**src/rtl/encoder_8_to_3_serial.sv**
```systemverilog
// Serial priority encoder: captures a multi-hot request word and streams the
// index of each set bit, highest first, over a valid/ready handshake.
module encoder_8_to_3_serial #(
  parameter int unsigned N = 8,
  parameter int unsigned W = 3
) (
  input  logic         clk,
  input  logic         rst_n,
  input  logic [N-1:0] d,
  input  logic         e,
  input  logic         ready,
  output logic [W-1:0] y,
  output logic         valid,
  output logic         last,
  output logic         z
);

  typedef enum logic {
    IDLE = 1'b0,
    SCAN = 1'b1
  } state_e;

  state_e       state_q, state_d;
  logic [N-1:0] pend_q,  pend_d;
  logic [W-1:0] y_q,     y_d;
  logic         valid_q, valid_d;
  logic         last_q,  last_d;
  logic         z_q,     z_d;

  logic [N-1:0] src;
  logic [W-1:0] src_idx;
  logic [N-1:0] src_rest;
  logic         src_single;

  // Priority encoder: later (higher) bits overwrite lower ones.
  function automatic logic [W-1:0] msb_idx(input logic [N-1:0] v);
    logic [W-1:0] idx;
    idx = '0;
    for (int i = 0; i < int'(N); i++) begin
      if (v[i]) idx = W'(i);
    end
    return idx;
  endfunction

  function automatic logic is_single(input logic [N-1:0] v);
    return (v != '0) && ((v & (v - N'(1))) == '0);
  endfunction

  // The word being peeled this cycle: the fresh request in IDLE, the remainder in SCAN.
  always_comb begin
    src        = (state_q == IDLE) ? d : pend_q;
    src_idx    = msb_idx(src);
    src_rest   = src & ~(N'(1) << src_idx);
    src_single = is_single(src);
  end

  always_ff @(posedge clk or negedge rst_n) begin
    if (!rst_n) begin
      state_q <= IDLE;
      pend_q  <= '0;
      y_q     <= '0;
      valid_q <= 1'b0;
      last_q  <= 1'b0;
      z_q     <= 1'b0;
    end else begin
      state_q <= state_d;
      pend_q  <= pend_d;
      y_q     <= y_d;
      valid_q <= valid_d;
      last_q  <= last_d;
      z_q     <= z_d;
    end
  end

  always_comb begin
    state_d = state_q;
    case (state_q)
      IDLE:    if (e && (d != '0)) state_d = SCAN;
      SCAN:    if (ready && (pend_q == '0)) state_d = IDLE;
      default: state_d = IDLE;
    endcase
  end

  always_comb begin
    pend_d  = pend_q;
    y_d     = y_q;
    valid_d = valid_q;
    last_d  = last_q;
    z_d     = 1'b0;
    case (state_q)
      IDLE: begin
        if (e) begin
          if (d != '0) begin
            pend_d  = src_rest;
            y_d     = src_idx;
            valid_d = 1'b1;
            last_d  = src_single;
          end else begin
            z_d = 1'b1;
          end
        end
      end
      SCAN: begin
        if (ready) begin
          if (pend_q != '0) begin
            pend_d = src_rest;
            y_d    = src_idx;
            last_d = src_single;
          end else begin
            pend_d  = '0;
            y_d     = '0;
            valid_d = 1'b0;
            last_d  = 1'b0;
          end
        end
      end
      default: begin
        pend_d  = '0;
        y_d     = '0;
        valid_d = 1'b0;
        last_d  = 1'b0;
      end
    endcase
  end

  assign y     = y_q;
  assign valid = valid_q;
  assign last  = last_q;
  assign z     = z_q;

endmodule

```
**config.mk**
```make
export PLATFORM = sky130hd
export DESIGN_NAME = encoder_8_to_3_serial
export DESIGN_NICKNAME = d
export VERILOG_FILES = /design/src/rtl/encoder_8_to_3_serial.sv
export SDC_FILE = /design/constraint.sdc
export NUM_CORES = 1
export LEC_CHECK = 0
export ABC_AREA = 1
export CAP_MARGIN = 10
export CORE_MARGIN = 4
export CORE_UTILIZATION = 45
export CTS_CLUSTER_DIAMETER = 30
export DETAILED_ROUTE_END_ITERATION = 6
export DONT_BUFFER_PORTS = 1
export GPL_TIMING_DRIVEN = 0
export SYNTH_ARGS = -nofsm -noshare
export SYNTH_HDL_FRONTEND = slang
export SYNTH_SLANG_ARGS = --single-unit
export TNS_END_PERCENT = 10
```
**constraint.sdc**
```tcl
create_clock -name clk -period 1.2 [get_ports clk]
set_input_delay 0.18 -clock clk [delete_from_list [all_inputs] [get_ports clk]]
set_output_delay 0.18 -clock clk [all_outputs]
set_load 0.01 [all_outputs]
```
==> Yosys cells after proc, flatten, opt, wreduce, memory -nomap -nowiden <==
Cells that the tools add are included.
{ "totals": {"ff_bits": 15, "output_inout_bits": 6, "inputBits": 12, "word_cells": 60} }
{ "op_classes": {"bitwise_logic": 4, "n_reduce_logical": 10, "add_sub_neg": 1, "shifts": 1, "eq_ne": 4, "n_mux": 34} }
{ "ops": {"columns": ["operator", "count"], "rows": [
  ["$mux W8", 5],
  ["$mux W3", 9],
  ["$reduce_bool A8 Y1", 3],
  ["$and A8 B8 Y8", 2],
  ["$logic_not A8 Y1", 2],
  ["$pmux W8 S2", 1],
  ["$mux W1", 14],
  ["$not A8 Y8", 1],
  ["$shl A1 B3 Y8 const A", 1],
  ["$sub A8 B1 Y8 const B", 1],
  ["$ne A2 B2 Y1 const B", 3],
  ["$pmux W1 S2", 3],
  ["$pmux W3 S2", 1],
  ["$reduce_and A4 Y1", 1],
  ["$logic_and A1 B1 Y1", 3],
  ["$reduce_and A3 Y1", 1],
  ["$mux W2", 1],
  ["$ne A2 B1 Y1 const B", 1],
  ["$not A1 Y1", 1]
]} }

==> Logic depth before layout (Yosys ltp) <==
Gate-level depths: netlist (run 1).
{ "logic_depth": {"ltp_word": 14, "ltp_mapped": 12, "depth_no_buf": 11} }

==> Least setup slack after synthesis (run 1) <==
No wires, ideal clock.
{ "synth_path": {"path_kind": "register to register", "from": "register state_q", "to": "register last_q, in the netlist last", "slack_ps": -108, "path_buffers": 1, "synth_period_minus_slack_ps": 1308, "setup_ps": 65, "arrival_ps": 1243, "t_required_ps": 1135, "stages_incl_launch_ff": 13, "path_cell_list": "dfrtp_1 -> inv_2 -> buf_6 -> nand2_1 -> nand2_1 -> nand2_2 -> nor2_2 -> nand2_1 -> nand2_1 -> inv_1 -> nor2_1 -> nand2_1 -> nand2_1"} }
{ "synth_via": {"elab_chain_len": 8, "elab_cells_between_ends": 16, "cone_classes": "add/sub (1); eq/ne (3); mux (6); bitwise (2); reduce/logical (4)"} }
{ "synth_lines": {"columns": ["item", "line_no", "text"], "rows": [
  ["from (decl)", "23", "state_e state_q, state_d;"],
  ["from (signal assigned)", "66", "state_q <= state_d;"],
  ["$mux W8", "51", "src = (state_q == IDLE) ? d : pend_q;"],
  ["$sub A8 B1 Y8", "46", "return (v != '0) && ((v & (v - N'(1))) == '0);"],
  ["$and A8 B8 Y8", "46", null],
  ["$logic_not A8 Y1", "46", null],
  ["$logic_and A1 B1 Y1", "46", null],
  ["$mux W1, on equally long branches", "105, 93", null],
  ["$mux W1, on equally long branches", "104, 92", null],
  ["$pmux W1 S2", "90", "case (state_q)"],
  ["to (signal assigned)", "70", "last_q <= last_d;"],
  ["to (decl)", "27", "logic last_q, last_d;"]
]} }
Several ways; a longest one is shown, not always the timed one. The select of a mux whose other input is x is not followed.
A chain may end at the register's enable or synchronous reset.

==> Final worst setup path (run 1) <==
Same ends and word-level chain as after synthesis.

==> results of run 1 <==
## layout make-up
class                   count  area, µm²  share of cell area (%)
flip-flops and latches     15        377                    28.6
inverters                  17       66.3                    5.04
multi-input cells         126        711                    54.0
well taps                  28       35.0                    2.66
plain buffers               4       48.8                    3.71
clock buffers               3       22.5                    1.71
repair buffers              5       47.5                    3.62
clock inverters             1       7.51                   0.571
## state kept, by name, summed over array words and instances, names as in the netlist
register	count
last	1
z	1
valid	1
pend_q	8
y	3
state_q	1
## placed cells by master (no fill, tap or decap), types with 2 or more instances in the layout
cell | synthesis | layout
nand3_1 | 21 | 19
o21ai_1 | 2 | 3
buf_6 | 3 | 5
buf_4 | 0 | 2
nand2_4 | 0 | 10
clkbuf_4 | 0 | 3
inv_1 | 16 | 15
o21ai_0 | 5 | 3
nand2_1 | 67 | 50
dfrtp_1 | 15 | 14
nor2_1 | 13 | 12
nor2_4 | 0 | 3
nand3_2 | 1 | 2
nand2_2 | 7 | 14
## cell usage after synthesis (2+ instances only)
cell,n
a21oi_1,2
buf_6,3
dfrtp_1,15
inv_1,16
nand2_1,67
nand2_2,7
nand3_1,21
nor2_1,13
nor2_2,3
o21ai_0,5
o21ai_1,2
## worst min-delay path by stage
stage / start / end / slack [ns] / cells after the start
after global placement: rst_n / z / -0.12 / 0
after detailed placement: rst_n / z / -0.12 / 0
after global routing: e / z / 0.008 / 2
after floorplan: rst_n / last / -0.12 / 0
final: e / z / 0.03 / 2
after CTS: e / z / 0.01 / 2
## power groups by stage
stage	sequential, mW	combinational, mW	clock, mW
final	0.881	2.56	0.306
after global routing	0.908	2.85	0.347
after CTS	0.887	2.08	0.320
after detailed placement	0.888	1.85	0
after global placement	0.884	1.85	0
after floorplan	0.842	1.49	0
## cell families after synthesis
group	after synthesis	synth area share, %
AND/OR/NAND/NOR	115	48.0
buffers and inverters	21	9.87
flip-flops	15	36.1
AO/OA/AOI/OAI	11	6.02
## routing by layer
layer | track usage, % | vias to the layer above | share of wire (%)
li1 | - | 526 | -
met5 | 0 | - | 0
met4 | 8.47 | 0 | 1.4
met1 | 25.1 | 493 | 41
met3 | 3.48 | 5 | 8.2
met2 | 30.2 | 49 | 49
## worst max-delay path: stages (launching register included)
cell and delay (ns):
dfrtp_2 0.48, inv_4 0.11, buf_8 0.14, nand2_4 0.05, nand2_2 0.09, nand2_4 0.08
nor2_4 0.10, nand2_1 0.07, nand2_1 0.06, nand2_1 0.05, nor2_1 0.11, nand2_1 0.06
nand2_1 0.06
## metrics by stage
| step | setup slack, ns | instances | util [%] |
|---|---|---|---|
| 2_1_floorplan | -0.106 | 162 | - |
| 3_3_place_gp | -0.304 | 190 | 48.7 |
| 3_5_place_dp | -0.344 | 190 | 48.7 |
| 4_1_cts | -0.278 | 198 | 53.5 |
| 5_1_grt | -0.436 | 199 | 59.4 |
| 6_report | -0.314 | 199 | 59.4 |
## timing repair
| item | in CTS | in global routing |
|---|---|---|
| gates cloned | 1 | 0 |
| pin swaps | 5 | 18 |
| endpoints found under the hold margin | 15 | 0 |
| hold buffers | 1 | 0 |
| gates resized for setup | 16 | 32 |
| buffers inserted | 2 | 1 |
| endpoints found under the setup margin | 14 | 14 |
==> summary.md, run 1 <==
| Metric | Value |
|---|---|
| Mapped Cells | ~160 |
| Die Footprint | between 0.003 and 0.004 mm² |
| Die H | 56.1 µm |
| Final wirelength | 2.94 mm |
| CTS root buf | clkbuf_4 |
| Crit path from | state_q |
| DRC violations left | 0 |
| Slew Limit Fails | 0 |
| Layout cell share with drive strength beyond 1 | between 20% and 30% |
| Dpl hpwl | 2.12 mm |
| Worst Path Required | 1.43 ns |
| Final Wtd Congestion | between 0.8 and 0.9 |
| Worst r2r path cells | 12 |
| Final setup margin | -0.314 ns |
| Diode count | 0 |
| Clock sinks | 15 |
| 1st-iter DRT viols | 32 |
| Layout overhead on the synthesized area | 26.5% |
| Post-Syn Area per Cell | roughly 6.4 µm² |
| Sequential share of the synthesized area | 36.1% |
| Top cell type's share of synthesized area | 36.1% |
| Synth Cell Area | a little over 0.001 mm² |
| Sw power | 1.97 mW |
| Post-synthesis register bit count | 15 |
| Clock share of power | about 8% |
| Clock tree buffer depth | 2 |
| Unrepaired setup endpoints after global routing | true |
| Synth async-reset ratio | between 90% and 100% |
| Flop pwr share | between 20% and 30% |
| Status | complete, but fails checks |
| Hold Crit Class | input pin to register |
| Synth area leader | dfrtp_1 |
| Logic pwr share | between 60% and 70% |
| Routed len/inst | roughly 15 µm |
| Placed cell areas | 0.00108 mm² |
| CP Data Arrival Time | between 1.5 and 2 ns |
| Switching share of power | between 50% and 60% |
| Reg2reg end | last |
| First-pass GRT wire length | approximately 4.7 mm |
| Tot GR Track Use | between 10% and 20% |
| Tcrit/Tclk final | 126% |
| Hold_ws | 0.0274 ns |
| 1st-pass router iterations | 4 |
| Slew margin rel. | between 50% and 60% |
| Unique cell type count in the Yosys netlist | 19 |
| Fin crit period | 1.51 ns |
| Critical path fanouts, max | 6 |
| Peak VDD IR | about 1500 µV |
| Fillers | 212 |
| Most area-consuming cells after synthesis | dfrtp_1, nand2_1, nand3_1, inv_1, nor2_1 |
| F_max | around 660 MHz |
| Crit. End Element | register |
| CP endpoint | last |
| Reg-to-reg setup timing slack | -0.31 ns |
| Die Width | between 50 and 60 µm |
| Final-report hold violation count | 0 |
| Syn_nets | between 150 and 200 |
| GR Overflow Total | 0 |
| Pleak | approximately 0.67 nW |
| Via density per instance | about 5.4 |
| Final Total Pwr | 3.75 mW |
| CP startpoint kind | register |
| H-tree levels | 1 |
| CTS Buf Count | 3 |
| DRT antenna net count | 0 |
| Clock tree from TritonCTS | built |
| P_int | 1.77 mW |
| Post-synth EDFFs | 0 |
| Main synth FF type | dfrtp_1 |
| Starting Density | a little under half |
| Pin count of the biggest net entering global routing | 16 |
| WS Path Type | register to register |
| Num ports | 18 |
| Number of nets in the layout | 184 |
| Row cnt | 17 |
| Setup_tns | -2.77 ns |
| # setup viols final | 13 |
| Cell area power density | between 2000 and 3000 mW/mm² |
| Reg2reg start | state_q |
| Vias | 1073 |
| Number of buffers added on ports | 0 |
| Skew final | about 0.0086 ns |
| Failing checks | negative setup slack |
| Core Footprint | 0.00221 mm² |
| Max Cap Viol | 0 |
| Worst-Skew Late Latency | ~0.29 ns |
| Worst-path clk slew | 0.10 ns |
| Worst Tran Pin Value | approximately 0.72 ns |
| Vias in the first global route | approximately 1000 |
| Post-layout instance area | ~0.0013 mm² |
| Antenna violations before repair | 0 |
| Ys Warns | 0 |
Power figures use the tool's default switching activity.
==> inputs of run 2 (changes only) <==
--- a/config.mk
+++ b/config.mk
@@ -9,10 +9,11 @@
 export CAP_MARGIN = 10
 export CORE_MARGIN = 4
 export CORE_UTILIZATION = 45
-export CTS_CLUSTER_DIAMETER = 30
+export CTS_CLUSTER_DIAMETER = 40
 export DETAILED_ROUTE_END_ITERATION = 6
 export DONT_BUFFER_PORTS = 1
 export GPL_TIMING_DRIVEN = 0
+export SETUP_SLACK_MARGIN = 0.5
 export SYNTH_ARGS = -nofsm -noshare
 export SYNTH_HDL_FRONTEND = slang
 export SYNTH_SLANG_ARGS = --single-unit
==> summary.md, run 2 (same netlist as run 1, synthesis figures left out) <==
| Metric | Value |
|---|---|
| Setup_tns | -2.79 ns (was -2.77 ns) |
| H-tree levels | 1 (unchanged) |
| Worst Tran Pin Value | 0.723 ns (was 0.717 ns) |
| Final Wtd Congestion | 0.852 (unchanged) |
| Die Width | 56.1 µm (unchanged) |
| 1st-iter DRT viols | 52 (was 32) |
| Failing checks | negative hold slack, negative setup slack (was negative setup slack) |
| Peak VDD IR | 1500 µV (was 1490 µV) |
| DP Worst Slack | -0.344 ns (unchanged) |
| CTS Buf Count | 3 (unchanged) |
| Max Cap Viol | 0 (unchanged) |
| Unrepaired setup endpoints after global routing | true (unchanged) |
| Layout overhead on the synthesized area | 26.7% (was 26.5%) |
| Reg2reg start | state_q (unchanged) |
| Fin crit period | 1.52 ns (was 1.51 ns) |
| Critical path fanouts, max | 6 (unchanged) |
| Number of nets in the layout | 184 (unchanged) |
| Worst Path Required | 1.43 ns (about the same) |
| Starting Density | 47.0% (unchanged) |
| Routed len/inst | 14.9 µm (was 14.7 µm) |
| Worst r2r path cells | 12 (unchanged) |
| DRC violations left | 0 (unchanged) |
| Crit. End Element | register (unchanged) |
| Vias in the first global route | 1030 (was 1028) |
| Number of buffers added on ports | 0 (unchanged) |
| Tot GR Track Use | 18.9% (was 19.1%) |
| Diode count | 0 (unchanged) |
| F_max | 659 MHz (was 661 MHz) |
| Finished Layout Cells | 199 (unchanged) |
| Finished Core Util | 59.6% (was 59.4%) |
| CP startpoint kind | register (unchanged) |
| Tcrit/Tclk final | 126% (about the same) |
| Worst-path clk slew | 0.10 ns (about the same) |
| Final-report hold violation count | 4 (was 0) |
| # setup viols final | 14 (was 13) |
| Layout cell share with drive strength beyond 1 | 29.2% (unchanged) |
| Most common cell after layout, fill and taps aside | nand2_1 (unchanged) |
| Die Footprint | 0.00314 mm² (unchanged) |
| Slew margin rel. | 51.8% (was 52.0%) |
| GR Overflow Total | 0 (unchanged) |
| Final Total Pwr | 3.76 mW (was 3.75 mW) |
| Final wirelength | 2.96 mm (was 2.94 mm) |
| Hold_ws | -0.00442 ns (was 0.0274 ns) |
| CP Data Arrival Time | 1.75 ns (was 1.74 ns) |
| Worst-Skew Late Latency | 0.29 ns (about the same) |
| Die H | 56.1 µm (unchanged) |
| Hold Crit Class | input pin to asynchronous set/reset pin (was input pin to register) |
| Num ports | 18 (unchanged) |
| Clock tree from TritonCTS | built (unchanged) |
| Final setup margin | -0.317 ns (was -0.314 ns) |
| Antenna violations before repair | 0 (unchanged) |
| Pin count of the biggest net entering global routing | 16 (unchanged) |
| Placed insts | 190 (unchanged) |
| Core Footprint | 0.00221 mm² (unchanged) |
| Clock sinks | 15 (unchanged) |
| Largest reg by FF count | pend_q (unchanged) |
| Clock tree buffer depth | 2 (unchanged) |
| Fillers | 211 (was 212) |
| Via density per instance | 5.39 (about the same) |
| Reg2reg end | last (unchanged) |
| Cell area power density | 2850 mW/mm² (about the same) |
| Largest register FFs | 8 (unchanged) |
| 1st-pass router iterations | 5 (was 4) |
| Vias | 1072 (was 1073) |
| Status | complete, but fails checks (unchanged) |
| CTS root buf | clkbuf_4 (unchanged) |
| WS Path Type | register to register (unchanged) |
| Slew Limit Fails | 0 (unchanged) |
| Pleak | 0.681 nW (was 0.672 nW) |
| First-pass GRT wire length | 4.69 mm (unchanged) |
| DRT antenna net count | 0 (unchanged) |
| Row cnt | 17 (unchanged) |
| Skew final | 0.00778 ns (was 0.00862 ns) |
| Post-layout instance area | 0.00132 mm² (about the same) |
| Dpl hpwl | 2.12 mm (unchanged) |
| Reg-to-reg setup timing slack | -0.32 ns (was -0.31 ns) |
| Most frequent cells in the layout | nand2_1, nand3_1, inv_1 (unchanged) |
| Placed cell areas | 0.00108 mm² (unchanged) |
==> run 2: cell count changes in the layout (fill, tap and decap cells not counted), sizes merged <==
cell,previous run,this run
dlygate4sd3,1,0
dlymetal6s4s,0,1
==> run 2: cell type report <==
type | instances | area, µm² | share of cell area, %
Clock buffer | 3 | 22.5 | 1.71
Multi-Input combinational cell | 126 | 711 | 53.9
Tap cell | 28 | 35.0 | 2.66
Timing Repair Buffer | 5 | 50.0 | 3.80
Inverter | 17 | 66.3 | 5.03
Clock inverter | 1 | 7.51 | 0.570
Buffer | 4 | 48.8 | 3.70
Sequential cell | 15 | 377 | 28.6
==> run 2: worst max path at each step <==
| stage | slack (ns) | cells past startpoint | endpoint | from |
|---|---|---|---|---|
| 4_1_cts | -0.28 | 12 | last | state_q |
| 6_report | -0.32 | 12 | last | state_q |
| 2_1_floorplan | -0.11 | 12 | last | state_q |
| 5_1_grt | -0.44 | 9 | pend_q[0] | state_q |
| 3_3_place_gp | -0.30 | 9 | pend_q[0] | state_q |
| 3_5_place_dp | -0.34 | 10 | pend_q[2] | state_q |
==> run 2: repair_timing <==
| action | in CTS | in global routing |
|---|---|---|
| resized for setup | 16 | 33 |
| endpoints found under the setup margin | 21 | 36 |
| setup buffers | 2 | 1 |
| pin swaps | 5 | 18 |
| endpoints found under the hold margin | 15 | 0 |
| hold buffers | 1 | 0 |
| cloned | 1 | 0 |
==> run 2: per-layer routing <==
layer / track usage [%] / part of all wire [%] / up-vias
li1: - / - / 525
met5: 0 / 0 / -
met1: 25.1 / 41 / 500
met3: 3.48 / 8.3 / 2
met4: 7.46 / 0.57 / 0
met2: 30.2 / 50 / 45
==> run 2: power by group <==
group,switching [mW],internal (mW),total (mW)
combinational,1.61,0.956,2.57
clock,0.181,0.127,0.308
sequential,0.192,0.692,0.883
total,1.98,1.77,3.76
==> run 2: worst max-delay path, cell delays in order, from the launching register on <==
cell and delay [ns]:
dfrtp_2 0.48, inv_4 0.11, buf_8 0.14, nand2_4 0.05, nand2_2 0.09, nand2_4 0.08
nor2_4 0.10, nand2_1 0.07, nand2_1 0.06, nand2_1 0.05, nor2_1 0.11, nand2_1 0.06
nand2_1 0.06
==> inputs of run 3 (changes only) <==
--- a/config.mk
+++ b/config.mk
@@ -12,7 +12,6 @@
 export CTS_CLUSTER_DIAMETER = 40
 export DETAILED_ROUTE_END_ITERATION = 6
 export DONT_BUFFER_PORTS = 1
-export GPL_TIMING_DRIVEN = 0
 export SETUP_SLACK_MARGIN = 0.5
 export SYNTH_ARGS = -nofsm -noshare
 export SYNTH_HDL_FRONTEND = slang
==> constraint.sdc (replaced) <==
create_clock -name clk -period 1.8 [get_ports clk]
set_input_delay 0.27 -clock clk [delete_from_list [all_inputs] [get_ports clk]]
set_output_delay 0.27 -clock clk [all_outputs]
set_load 0.01 [all_outputs]
==> summary.md, run 3 (same netlist as run 1, synthesis figures left out) <==
| Metric | Value |
|---|---|
| Status | completed (was complete, but fails checks) |
| Vias in the first global route | 1047 (was 1030) |
| Die H | 56.1 µm (unchanged) |
| Worst-Skew Late Latency | 0.29 ns (about the same) |
| Final-report hold violation count | 0 (was 4) |
| 1st-iter DRT viols | 44 (was 52) |
| Most common cell after layout, fill and taps aside | nand2_1 (unchanged) |
| Clock share of power | 8.7% (was 8.2%) |
| WHS Path Cells | 2 |
| Final wirelength | 2.86 mm (was 2.96 mm) |
| H-tree levels | 1 (unchanged) |
| Clock tree buffer depth | 2 (unchanged) |
| Num ports | 18 (unchanged) |
| Vias | 1051 (was 1072) |
| Die Footprint | 0.00314 mm² (unchanged) |
| Worst Path Required | 1.99 ns (was 1.43 ns) |
| CTS root buf | clkbuf_4 (unchanged) |
| Most frequent cells in the layout | nand2_1, nand3_1, inv_1, dfrtp_1, nand2_2 (was nand2_1, nand3_1, inv_1) |
| Hold_ws | 0.116 ns (was -0.00442 ns) |
| Largest register FFs | 8 (unchanged) |
| 1st-pass router iterations | 4 (was 5) |
| CTS Buf Count | 3 (unchanged) |
| WL met1 | 1.25 mm (was 1.23 mm) |
| Tcrit/Tclk final | 83.1% (was 126%) |
| Antenna violations before repair | 0 (unchanged) |
| Finished Layout Cells | 202 (was 199) |
| Switching share of power | 51.3% (was 52.8%) |
| Max Cap Viol | 0 (unchanged) |
| Number of buffers added on ports | 0 (unchanged) |
| Final Wtd Congestion | 0.890 (was 0.852) |
| Routed len/inst | 14.2 µm (was 14.9 µm) |
| Dpl hpwl | 2.07 mm (was 2.12 mm) |
| Pin count of the biggest net entering global routing | 16 (unchanged) |
| # setup viols final | 0 (was 14) |
| Cell area power density | 1890 mW/mm² (was 2850 mW/mm²) |
| DRT antenna net count | 0 (unchanged) |
| Post-layout instance area | 0.00124 mm² (was 0.00132 mm²) |
| Unrepaired setup endpoints after global routing | true (unchanged) |
| Setup_tns | 0 ns (was -2.79 ns) |
| Flop pwr share | 25.0% (was 23.5%) |
| Met3 Routed Length | 129 µm (was 245 µm) |
| Largest reg by FF count | pend_q (unchanged) |
| P_int | 1.15 mW (was 1.77 mW) |
| Number of nets in the layout | 187 (was 184) |
| F_max | 668 MHz (was 659 MHz) |
| Clock sinks | 15 (unchanged) |
| Placed cell areas | 0.00106 mm² (was 0.00108 mm²) |
| Pleak | 0.646 nW (was 0.681 nW) |
| WL met2 | 1.40 mm (was 1.47 mm) |
| Final Total Pwr | 2.35 mW (was 3.76 mW) |
| Via density per instance | 5.20 (was 5.39) |
| Top Layer Used | met4 (unchanged) |
| Diode count | 0 (unchanged) |
| First-pass GRT wire length | 4.87 mm (was 4.69 mm) |
| Tot GR Track Use | 19.9% (was 18.9%) |
| Logic pwr share | 66.3% (was 68.3%) |
| WS Path Type | register to register (unchanged) |
| Critical path fanouts, max | 7 (was 6) |
| Fin crit period | 1.50 ns (was 1.52 ns) |
| Starting Density | 47.0% (unchanged) |
| Layout cell share with drive strength beyond 1 | 24.7% (was 29.2%) |
| Peak VDD IR | 943 µV (was 1500 µV) |
| Fillers | 219 (was 211) |
| GR Overflow Total | 0 (unchanged) |
| Row cnt | 17 (unchanged) |
| Slew Limit Fails | 0 (unchanged) |
| Worst Tran Pin Value | 0.733 ns (was 0.723 ns) |
| Clock tree from TritonCTS | built (unchanged) |
| DRC violations left | 0 (unchanged) |
| Sw power | 1.21 mW (was 1.98 mW) |
| Multi-input logic area | 637 µm² (was 711 µm²) |
| Placed insts | 189 (was 190) |
| Slew margin rel. | 50.9% (was 51.8%) |
| Core Footprint | 0.00221 mm² (unchanged) |
| Die Width | 56.1 µm (unchanged) |
| CP startpoint kind | register (unchanged) |
| Layout overhead on the synthesized area | 19.6% (was 26.7%) |
| Crit. End Element | register (unchanged) |
| FF/Latch Area | 375 µm² (was 377 µm²) |
| Worst r2r path cells | 13 (was 12) |
| Hold Crit Class | input pin to register (was input pin to asynchronous set/reset pin) |
| Worst-path clk slew | 0.09 ns (was 0.10 ns) |
| CP Data Arrival Time | 1.69 ns (was 1.75 ns) |
| Skew final | 0.00159 ns (was 0.00778 ns) |
==> run 3: layout make-up <==
class                   instances  area share, %
well taps                      28           2.82
repair buffers                 12           8.35
multi-input cells             126           51.2
flip-flops and latches         15           30.2
inverters                      17           5.33
clock buffers                   4           2.11
==> run 3: stage by stage <==
step	setup slack (ns)	utilization, %
after floorplan	0.494	-
after global placement	0.263	48.0
after detailed placement	0.274	48.0
after CTS	0.339	54.2
after global routing	0.179	56.2
final	0.304	56.2
==> run 3: worst max-delay path, stage by stage, from the launching register on <==
cell     delay [ns]
dfrtp_1        0.44
buf_6          0.16
buf_6          0.13
buf_6          0.12
nand2_4        0.05
nand2_4        0.07
nor2_4         0.11
nand2_1        0.05
nand2_1        0.05
nand2_1        0.05
nand2_1        0.05
nor2_1         0.03
nand2_1        0.05
nand2_1        0.04
==> run 3: repair_timing <==
| item | in CTS | in global routing |
|---|---|---|
| pin swaps | 10 | 2 |
| gates resized for setup | 15 | 12 |
| endpoints found under the setup margin | 12 | 14 |
| endpoints found under the hold margin | 15 | 0 |
| hold buffers | 1 | 0 |
| setup buffers | 8 | 0 |
==> run 3: final timing paths <==
path / from / endpoint / slack (ns)
min reg2reg: pend_q[7] / pend_q[7] / 0.55
min in group asynchronous: rst_n / pend_q[0] / 0.47
max: state_q / last / 0.30
max in group asynchronous: rst_n / y[0] / 0.87
min: e / z / 0.12
max reg2reg: state_q / last / 0.30
==> run 3: metal layers <==
layer	GRT usage, %	up-vias
met5	0	-
met4	12.2	0
met3	3.94	9
met2	32.1	28
met1	24.1	473
li1	-	541
==> run 3: power by group through the flow <==
stage	registers [mW]	logic, mW	clock network [mW]
after global placement	0.582	1.18	0
after CTS	0.580	1.43	0.211
after detailed placement	0.582	1.18	0
after floorplan	0.561	0.996	0
final	0.589	1.56	0.204
after global routing	0.606	1.74	0.222
==> RTL change 1 (settings of run 2) <==
`N`: 8 -> 9.
--- a/src/rtl/encoder_8_to_3_serial.sv
+++ b/src/rtl/encoder_8_to_3_serial.sv
@@ -1,7 +1,7 @@
 // Serial priority encoder: captures a multi-hot request word and streams the
 // index of each set bit, highest first, over a valid/ready handshake.
 module encoder_8_to_3_serial #(
-  parameter int unsigned N = 8,
+  parameter int unsigned N = 9,
   parameter int unsigned W = 3
 ) (
   input  logic         clk,
Interface: changed (resized d); port bits go from 18 to 19. The function was not compared with the original's and may differ.
==> RTL change 1 against run 2 <==
  * The run still ends with hold timing, setup timing left
  * Sequential cell count is 1 higher
  * Synthesized cell count grew 12%
  * Clock skew is 4.0 ps lower
  * Total power rose by 19%
  * Worst setup slack got worse by 110 ps
  * Wire length fell by 2.9%
  * Combinational power up 22%
  * Cell area rose by 4.5%
  * Core utilization decreased by 3.5 points
  * Synthesized area increased by 11%
  * Sequential share of layout area is 0.69 points higher
==> RTL change 1: results (changes against run 2) <==
[run_status]
status=finished, violations left
violations=hold timing, setup timing

[sta]
tns_ps=-4140  ; -1350 ps
fin_hold_ws_ps=-11.9  ; -7.49 ps
setup_ws_ps=-423  ; -106 ps
finalHoldViolCount=16  ; +12
setup_violations=14  ; unchanged
clock_skew_ps=3.80  ; -3.98 ps

[finish]
finalNonFillerCells=220  ; +11%
largest_reg_flops=9  ; +1
drive_gt1_frac=0.247  ; -0.0450
nets=204  ; +11%

[setup_path]
cpPeakStageDelay_ps=510  ; +30 ps
crit_fanout=9  ; +3
worstReg2RegEnd=pend_q[2]

[placement]
gp_congestion=0.820  ; -3.7%
dpl-instance-area_sq_mm=0.00121  ; +12%

[logic_synthesis]
synth_area_leaders=dfrtp_1, nand2_1, inv_1, nand3_1, nor2_1
synth_fp_nets=194  ; +11%
yosys-top-cells-count=nand2_1, inv_1, dfrtp_1
ys_seq_area_frac=0.346  ; -0.0151

[routing]
wirelength_mm=2.88  ; -2.9%
vias_per_cell=5.19  ; -3.7%

[power_and_ir_drop]
ir_drop_uv=1850  ; +24%
power_leakage_nw=0.722  ; +6.1%

[global_route]
grt_pass1_wl_mm=4.89  ; +4.4%

## RTL change 1: cell count changes in the layout (fill, tap and decap cells not counted), sizes merged, moves of 2 or more
cell    change
nand3      -10
o21ai      +12
clkbuf      +2
buf         -2
nand2       +7
inv         +7
nand4       +3
## RTL change 1: routing by layer
metal | GRT usage | wire length, um | vias up
li1 | - | - | 582
met3 | 0.0570 | 188 | 3
met5 | 0 | 0 | -
met4 | 0.0356 | 26 | 0
met2 | 0.282 | 1330 | 31
met1 | 0.252 | 1340 | 525
## RTL change 1: kinds of logic (layout without fill, tap and decap cells)
logic type / Yosys count / count (layout) / synth area share
AOI/OAI and AO/OA: 22 / 22 / 0.116
buffers and inverters: 28 / 37 / 0.103
and+or+nand+nor: 115 / 115 / 0.436
DFF: 16 / 16 / 0.346
## RTL change 1: where the power goes
group / total (mW) / switching [mW] / internal, mW
combinational: 3.13 / 1.98 / 1.15
clock: 0.365 / 0.180 / 0.185
sequential: 0.981 / 0.222 / 0.759
total: 4.47 / 2.38 / 2.09
## RTL change 1: how the worst max path moves through the flow
stage	endpoint	cells past startpoint	start
after global placement	pend_q[2]	11	state_q
after CTS	pend_q[2]	12	state_q
after floorplan	pend_q[2]	12	state_q
after global routing	pend_q[2]	12	state_q
final	pend_q[2]	12	state_q
after detailed placement	last	10	state_q
## RTL change 1: layout make-up
cell class              count  area, sq um  share of cell area
multi-input cells         137          701               0.509
repair buffers              5         63.8              0.0464
inverters                  25         97.6              0.0709
flip-flops and latches     16          403               0.293
clock buffers               4         36.3              0.0264
plain buffers               3         37.5              0.0273
well taps                  30         37.5              0.0273
## RTL change 1: repair_timing
action	4_1_cts	5_1_grt
hold buffers	1	0
setup endpoints to repair	22	38
cloned	0	1
buffers inserted	0	3
hold endpoints to repair	16	0
pin swaps	4	8
gates resized for setup	8	17
==> RTL change 2 (settings of run 2) <==
Made on the original files. Make the reset (`rst_n`) synchronous in one clocked block.
--- a/src/rtl/encoder_8_to_3_serial.sv
+++ b/src/rtl/encoder_8_to_3_serial.sv
@@ -54,7 +54,7 @@
     src_single = is_single(src);
   end
 
-  always_ff @(posedge clk or negedge rst_n) begin
+  always_ff @(posedge clk) begin
     if (!rst_n) begin
       state_q <= IDLE;
       pend_q  <= '0;
Function: differs if rst_n is asserted again (counterexample within 4 cycles, from zero or initial values and one cycle with rst_n low); with rst_n held inactive, the same outputs for 10 cycles.
==> RTL change 2 against run 2 <==
  * The run ends with setup timing left
  * Sequential cell count stayed put
  * Critical path type unchanged
  * Largest cell class unchanged
  * Synthesized area is 4.2% lower
  * Fmax is 7.6% higher
  * Final cell count is 5.5% higher
  * Wire length is 9.2% lower
  * Cell area is 5.7% lower
  * Via count is 2.1% lower
  * Worst setup slack better by 110 ps
  * Highest routed layer unchanged
Power is not compared: it rests on default switching activity, and its combinational part moved more than twofold at a synthesized area within 25%.
==> RTL change 2: results (changes against run 2) <==
[sta]
tns_ps=-1760  ; +1030 ps
setup_violations=11  ; -3
relSlewSlack=0.672  ; +0.154
setup_ws_ps=-210  ; +107 ps
clock_skew_ps=2.21  ; -5.57 ps
finalHoldViolCount=0  ; -4

[power_and_ir_drop]
power_leakage_nw=0.577
ir_drop_uv=856

[setup_path]
rr_worst_depth=12  ; unchanged
worst_ep_arrival_time_ps=1640  ; -110 ps
cpPeakStageDelay_ps=410  ; -70 ps
critPathSlowestCell=dfxtp_4
crit_fanout=5  ; -1

[logic_synthesis]
async_flop_share=0  ; -1.00
avgSynthCellArea_sq_um=5.72  ; -11%
yosys-top-cells-count=nand2_1, inv_1, nor2_1
synth_cell_types=19  ; unchanged
synth_fp_nets=186  ; +6.9%
synth_area_leaders=dfxtp_1, nand2_1, inv_1, nor2_1, a21oi_1
synth_ff_type=dfxtp_1
ys_seq_area_frac=0.302  ; -0.0595
yosysWarnings=0  ; unchanged

[placement]
hpwl_mm=2.01  ; -5.3%
dpl-instance-area_sq_mm=0.00103  ; -4.1%
place_ws_ps=-262  ; +82.5 ps
gp_congestion=0.861  ; +1.1%
port_buffers=0  ; unchanged

[clock_tree]
numCtsBuffers=3  ; unchanged
clk_latency_ps=290  ; about the same
clk_pin_slew_ps=90
cts_root_buffer=clkbuf_4
cts_max_path_buffers=2  ; unchanged
htree_levels=1  ; unchanged

[finish]
antenna_cells=0  ; unchanged
drive_gt1_frac=0.317  ; +0.0245
largest_register=pend_q
largest_reg_flops=8  ; unchanged
nets=196  ; +6.5%

[run_status]
violations=setup timing
status=finished, violations left

[routing]
avgRoutedWirePerCell_um=12.8  ; -14%
vias_per_cell=5.00  ; -7.2%
dr.pass1.iters=4  ; -1
wirelength_mm=2.69  ; -9.2%
drt_iter0_markers=23  ; -56%

[hold_path]
hp-class=in2reg
hold_depth=2

[global_route]
grt_pass1_wl_mm=4.47  ; -4.6%
grt_start_max_net_pins=11  ; -5
antenna_found_initial=0  ; unchanged
grt_pass1_vias=1012  ; -1.7%
grt_use_total=0.206  ; +0.0164

## RTL change 2: worst max-delay path: cells and delay by family, from the launching register on
family / cells / cell delay (ps)
AND/OR/NAND/NOR: 8 / 510
flip-flops: 1 / 410
buffers and inverters: 3 / 300
AO/OA/AOI/OAI: 1 / 120
## RTL change 2: final timing paths
check,slack [ps],from,end
worst min register to register,500,pend_q[5],pend_q[5]
worst min-delay path,20,rst_n,last
worst max-delay path,-210,state_q,last
worst max register to register,-210,state_q,last
## RTL change 2: layout make-up
class	instances	area (sq um)
Buffer	4	37.5
Clock buffer	4	26.3
Fill cell	206	779
Inverter	24	92.6
Multi-Input combinational cell	131	698
Sequential cell	15	307
Tap cell	27	33.8
Timing Repair Buffer	5	47.5
## RTL change 2: timing repair
action                                  CTS  global route
resized for setup                        16            33
hold buffers                              1             0
gates cloned                              1             0
endpoints found under the hold margin     1             0
buffers inserted                          3             0
pin swaps                                 4            15
endpoints found under the setup margin   21            21
## RTL change 2: kinds of logic (layout without fill, tap and decap cells)
logic type	Yosys count	count (layout)	synth area share
AND/OR/NAND/NOR	113	113	0.482
flip-flops	15	15	0.302
AO/OA/AOI/OAI	18	18	0.0955
buffers and inverters	28	37	0.121
## RTL change 2: routing by layer
layer  share of wire  wire [um]  global-route usage
met5               0          0                   0
met1            0.46       1240               0.277
met4           0.012         31              0.0486
met2            0.48       1290               0.339
met3           0.047        126              0.0375
## RTL change 2: report_power, final
part	total (mW)	switching (mW)	internal, mW
sequential	0.588	0.0468	0.541
combinational	0.524	0.329	0.195
clock	0.305	0.176	0.129
